[config.mk]
export PLATFORM = sky130hd
export DESIGN_NAME = ysyx_25020047_lsu_axil_bridge
export DESIGN_NICKNAME = d
export VERILOG_FILES = /design/src/rtl/ysyx_25020047_lsu_axil_bridge_pkg.sv /design/src/rtl/ysyx_25020047_lsu_align_chk.sv /design/src/rtl/ysyx_25020047_lsu_axil_bridge.sv
export SDC_FILE = /design/constraint.sdc
export NUM_CORES = 1
export LEC_CHECK = 0
export CORE_ASPECT_RATIO = 1.4
export CORE_MARGIN = 5
export CORE_UTILIZATION = 40
export CTS_CLUSTER_SIZE = 16
export DETAILED_ROUTE_END_ITERATION = 7
export HOLD_SLACK_MARGIN = 0.02
export PLACE_DENSITY = 0.83
export SLEW_MARGIN = 20
export SYNTH_ARGS = -nofsm -noshare
export SYNTH_HDL_FRONTEND = slang
export SYNTH_HIERARCHICAL = 1
export SYNTH_SLANG_ARGS = --single-unit
[constraint.sdc]
create_clock -name clk -period 3 [get_ports clk]
set_input_delay 0.3 -clock clk [delete_from_list [all_inputs] [get_ports clk]]
set_output_delay 0.3 -clock clk [all_outputs]
set_load 0.05 [all_outputs]
[src/rtl/ysyx_25020047_lsu_axil_bridge_pkg.sv]
// Shared types and codes for the LSU AXI4-Lite bridge and its helpers.
package ysyx_25020047_lsu_axil_bridge_pkg;

    typedef enum logic [2:0] {
        ST_IDLE    = 3'd0,
        ST_RD_ADDR = 3'd1,
        ST_RD_DATA = 3'd2,
        ST_WR_REQ  = 3'd3,
        ST_WR_RESP = 3'd4,
        ST_RESP    = 3'd5
    } state_t;

    localparam logic [1:0] SZ_B = 2'b00;
    localparam logic [1:0] SZ_H = 2'b01;
    localparam logic [1:0] SZ_W = 2'b10;

    localparam logic [1:0] RESP_OKAY   = 2'b00;
    localparam logic [1:0] RESP_SLVERR = 2'b10;
    localparam logic [1:0] RESP_DECERR = 2'b11;

endpackage

[src/rtl/ysyx_25020047_lsu_align_chk.sv]
// Combinational size/address legality check, shared by the LSU and IFU bridges.
module ysyx_25020047_lsu_align_chk
    import ysyx_25020047_lsu_axil_bridge_pkg::*;
(
    input  logic [1:0] size,
    input  logic [1:0] addr_lo,
    output logic       illegal
);

    always_comb begin
        illegal = 1'b0;
        case (size)
            SZ_B:    illegal = 1'b0;
            SZ_H:    illegal = addr_lo[0];
            SZ_W:    illegal = |addr_lo;
            default: illegal = 1'b1;
        endcase
    end

endmodule

[src/rtl/ysyx_25020047_lsu_axil_bridge.sv]
// Registered AXI4-Lite master serving one LSU load/store at a time.
//
// state      | meaning
// -----------+-----------------------------------------------
// ST_IDLE    | ready for an LSU request
// ST_RD_ADDR | AR valid, waiting for arready
// ST_RD_DATA | rready high, waiting for rvalid
// ST_WR_REQ  | AW and W in flight, each retires independently
// ST_WR_RESP | bready high, waiting for bvalid
// ST_RESP    | response held until the LSU takes it
module ysyx_25020047_lsu_axil_bridge
    import ysyx_25020047_lsu_axil_bridge_pkg::*;
#(
    parameter int ADDR_W = 32,
    parameter int DATA_W = 32
) (
    input  logic                  clk,
    input  logic                  rst_n,
    input  logic                  req_valid,
    output logic                  req_ready,
    input  logic                  req_wen,
    input  logic [1:0]            req_size,
    input  logic [ADDR_W-1:0]     req_addr,
    input  logic [DATA_W-1:0]     req_wdata,
    input  logic [DATA_W/8-1:0]   req_wmask,
    output logic                  rsp_valid,
    input  logic                  rsp_ready,
    output logic [DATA_W-1:0]     rsp_rdata,
    output logic                  rsp_err,
    output logic [ADDR_W-1:0]     araddr,
    output logic                  arvalid,
    input  logic                  arready,
    input  logic [DATA_W-1:0]     rdata,
    input  logic [1:0]            rresp,
    input  logic                  rvalid,
    output logic                  rready,
    output logic [ADDR_W-1:0]     awaddr,
    output logic                  awvalid,
    input  logic                  awready,
    output logic [DATA_W-1:0]     wdata,
    output logic [DATA_W/8-1:0]   wstrb,
    output logic                  wvalid,
    input  logic                  wready,
    input  logic [1:0]            bresp,
    input  logic                  bvalid,
    output logic                  bready
);

    state_t            state;
    logic              req_illegal;
    logic              aw_done;
    logic              w_done;
    logic [ADDR_W-1:0] word_addr;

    ysyx_25020047_lsu_align_chk u_align_chk (
        .size    (req_size),
        .addr_lo (req_addr[1:0]),
        .illegal (req_illegal)
    );

    assign word_addr = {req_addr[ADDR_W-1:2], 2'b00};
    // A channel counts as finished once its valid has dropped or is handshaking now.
    assign aw_done   = !awvalid || awready;
    assign w_done    = !wvalid || wready;

    always_ff @(posedge clk or negedge rst_n) begin
        if (!rst_n) begin
            state     <= ST_IDLE;
            req_ready <= 1'b0;
            rsp_valid <= 1'b0;
            rsp_rdata <= '0;
            rsp_err   <= 1'b0;
            araddr    <= '0;
            arvalid   <= 1'b0;
            rready    <= 1'b0;
            awaddr    <= '0;
            awvalid   <= 1'b0;
            wdata     <= '0;
            wstrb     <= '0;
            wvalid    <= 1'b0;
            bready    <= 1'b0;
        end else begin
            case (state)
                ST_IDLE: begin
                    req_ready <= 1'b1;
                    if (req_valid && req_ready) begin
                        req_ready <= 1'b0;
                        araddr    <= word_addr;
                        awaddr    <= word_addr;
                        wdata     <= req_wdata;
                        wstrb     <= req_wmask;
                        rsp_rdata <= '0;
                        if (req_illegal || (req_wen && req_wmask == '0)) begin
                            state     <= ST_RESP;
                            rsp_valid <= 1'b1;
                            rsp_err   <= req_illegal;
                        end else if (req_wen) begin
                            state   <= ST_WR_REQ;
                            awvalid <= 1'b1;
                            wvalid  <= 1'b1;
                        end else begin
                            state   <= ST_RD_ADDR;
                            arvalid <= 1'b1;
                        end
                    end
                end
                ST_RD_ADDR: begin
                    if (arready) begin
                        arvalid <= 1'b0;
                        rready  <= 1'b1;
                        state   <= ST_RD_DATA;
                    end
                end
                ST_RD_DATA: begin
                    if (rvalid) begin
                        rready    <= 1'b0;
                        rsp_valid <= 1'b1;
                        rsp_rdata <= rdata;
                        rsp_err   <= (rresp != RESP_OKAY);
                        state     <= ST_RESP;
                    end
                end
                ST_WR_REQ: begin
                    if (awready) awvalid <= 1'b0;
                    if (wready)  wvalid  <= 1'b0;
                    if (aw_done && w_done) begin
                        bready <= 1'b1;
                        state  <= ST_WR_RESP;
                    end
                end
                ST_WR_RESP: begin
                    if (bvalid) begin
                        bready    <= 1'b0;
                        rsp_valid <= 1'b1;
                        rsp_rdata <= '0;
                        rsp_err   <= (bresp != RESP_OKAY);
                        state     <= ST_RESP;
                    end
                end
                ST_RESP: begin
                    if (rsp_ready) begin
                        rsp_valid <= 1'b0;
                        req_ready <= 1'b1;
                        state     <= ST_IDLE;
                    end
                end
                default: state <= ST_IDLE;
            endcase
        end
    end

endmodule

==> key figures <==
Drt
  – Vias: 3694
  – WL/cell: 17.81 um
  – ANT nets after route: 0
  – Total wire length: 13500 um
  – Remaining DRCs: 0
  – Drt pass-1 iters: 4
  – DR vias/cell: 4.873
  – DR iter-0 viols: 65

Cells and area
  – Area Growth Syn to Fin: 57.93%
  – Nets: 725
  – Finished Cell Area: 7341 sq um
  – Fin util: 0.6474
  – # diodes: 0
  – Share of layout cells above drive strength 1: 0.1417

Timing
  – Fin crit period: 2.049 ns
  – Hold Vio Cnt, Final: 0
  – Slew headroom: 0.4903
  – Final setup violation count: 0
  – Hold Worst Slack: 0.02055 ns
  – Slew @ Worst Pin: 0.7646 ns
  – Clock skew: 0.007581 ns
  – Crit share post-route: 0.6829
  – Setup TNS: 0 ns
  – RSZ-0062 raised after global routing: false
  – Final Slew Violations: 0
  – Final setup margin: 0.9512 ns
  – Fmax achieved: 488.1 MHz

Place
  – Dpl cell area: 7053 sq um
  – Pre-CTS WS: 0.9399 ns
  – DP Wirelength: 10580 um
  – Input/output buffers: 251
  – Placer congestion estimate: 0.8494

Yosys
  – Adder-Cell Fraction of Synth Area: 0
  – Register area share after synthesis: 0.5868
  – Main synth FF type: dfrtp_1
  – Post-Synth XOR/XNOR Area: 0
  – Synth Register Bits: 109
  – Post-synth ARST share: 1.000
  – Simple-gate share of the synthesized area: 0.09879
  – Synthesized area: 4648 sq um
  – Mapped Cells: 392
  – Post-synth EDFFs: 0
  – Multiplexer share of the synthesized area: 0.1642
  – Largest family of logic cells by synthesized area: multiplexers
  – YS warnings: 6
  – Count of unique library cells instantiated by Yosys: 38
  – Avg Inst Size Synth: 11.86 sq um
  – Synth Area in Compound Gates: 0.06999

Critical path
  – CP startpoint kind: flip-flop
  – WP buf/inv: 1
  – Crit path max fanout: 36
  – Critical-path cell list: nand4bb_1 > a31o_2 > buf_4 > nand2_1 > o21ai_1
  – Critical path's slowest cell: dfrtp_1
  – Crit. End Element: flip-flop
  – Worst path max stage delay: 0.64 ns
  – CP delay by family, top: compound AO/OA/AOI/OAI gates
  – CP Data Required Time: 3.25 ns
  – Crit Path Class: reg -> reg
  – WP data arrival: 2.30 ns

Clock network
  – Setup Buffers After CTS: 0
  – CTS tree: yes
  – Clk_lat worst skew: 0.34 ns
  – CTS buffer count: 9
  – Clock Path Buffers: 2
  – # resized after CTS: 0
  – # hold bufs at CTS: 0
  – Root buffer cell: clkbuf_16
  – Clock H-tree levels: 3
  – CTS Sinks: 109
  – Worst-path clk slew: 0.08 ns

Power
  – Pwr/cell area: 1371 nW/um^2
  – Leak Pwr: 2.991 nW
  – Max VDD drop: 0.5364 mV

GRT
  – Largest net degree at the start of global routing: 69
  – Antenna violations before repair: 0
  – Congestion Overflow GR: 0
  – Number of global-route vias before repair: 3880
  – First-pass GRT wire length: 20570 um
  – Total GRT Usage: 0.1901

Floorplanning
  – Die W: 101.1 um
  – Core Region: 11340 sq um
  – # IOs: 256
  – FP Rows: 46
  – Die height: 137.6 um
  – Die area: 13910 sq um
  – Initial core utilization: 0.4100

Status
  – Status: completed

Run
  – Maxcap violations: 0

Min path
  – Hold crit path type: in -> async
cells in the mapped netlist, types with 4 or more instances:
library cell,n,area share
a21oi_1,6,0.0065
nor2b_1,4,0.0054
clkbuf_1,5,0.0040
buf_4,37,0.060
nor2_1,8,0.0065
mux2_1,7,0.017
mux2_2,59,0.14
dfrtp_1,109,0.59
o21ai_0,30,0.032
nand3_1,4,0.0043
buf_2,13,0.014
nand2_1,69,0.056
o21ai_1,8,0.0086
cell usage in the layout (no fill, tap or decap), types with 2 or more instances in the layout:
cell	count
nand3b_1	2
mux2_1	7
nand3_1	4
mux2_2	59
clkdlybuf4s50_1	250
nand2b_1	2
o21ai_1	8
inv_8	2
o211ai_1	2
a22o_1	2
inv_1	2
mux2i_1	2
nand2_1	69
buf_4	7
clkbuf_16	9
nor4_1	2
nor2_1	8
conb_1	4
o21ai_0	30
a21oi_1	6
nor2b_1	4
dfrtp_1	109
inv_6	3
nor3_1	2
worst paths after layout:
check,from,to,slack (ns),cells after the start
worst max-delay path,state[2],rsp_rdata[22],0.95,5
worst min-delay path,rst_n,wdata[3],0.02,1
worst max register to register,state[2],rsp_rdata[22],0.95,5
worst min register to register,rsp_rdata[26],rsp_rdata[26],0.48,2
max in group asynchronous,rst_n,rsp_rdata[8],2.11,2
min in group clk,rsp_rdata[26],rsp_rdata[26],0.48,2
layer usage:
metal / GRT usage / vias up / routed length (um)
met2: 0.3537 / 182 / 7152
met4: 0.07317 / 0 / 306
met1: 0.1978 / 1760 / 4695
met3: 0.05572 / 21 / 1346
li1: - / 1731 / -
met5: 0 / - / 0
report_power, final:
part           switching (mW)  internal (mW)  leakage (nW)
Combinational            4.12           2.18          1.49
Sequential              0.483           2.13          1.35
Clock                   0.568          0.585         0.145
Total                    5.17           4.89          2.99
sequential cells by signal (all words and copies together) (netlist names):
name       count
awvalid        1
wvalid         1
arvalid        1
rready         1
araddr        30
wstrb          4
bready         1
wdata         32
rsp_rdata     32
state          3
rsp_valid      1
rsp_err        1
req_ready      1
area by class of cell:
type | count | area [sq um]
repair buffers | 258 | 2575
well taps | 144 | 180.2
clock inverters | 7 | 62.56
flip-flops and latches | 109 | 2728
fillers | 859 | 3998
clock buffers | 9 | 225.2
multi-input cells | 229 | 1563
inverters | 2 | 7.507
per-stage QoR:
stage / power, mW / instances
5_1_grt: 10.51 / 758
6_report: 10.06 / 758
3_3_place_gp: 8.849 / 742
3_5_place_dp: 8.989 / 742
4_1_cts: 10.17 / 758
2_1_floorplan: 7.022 / 395
cell families after synthesis:
| group | count (synthesis) |
|---|---|
| compound gates | 57 |
| buf+inv | 57 |
| flops | 109 |
| mux | 68 |
| other cells | 1 |
| simple gates | 100 |
(Power assumes the default switching activity.)
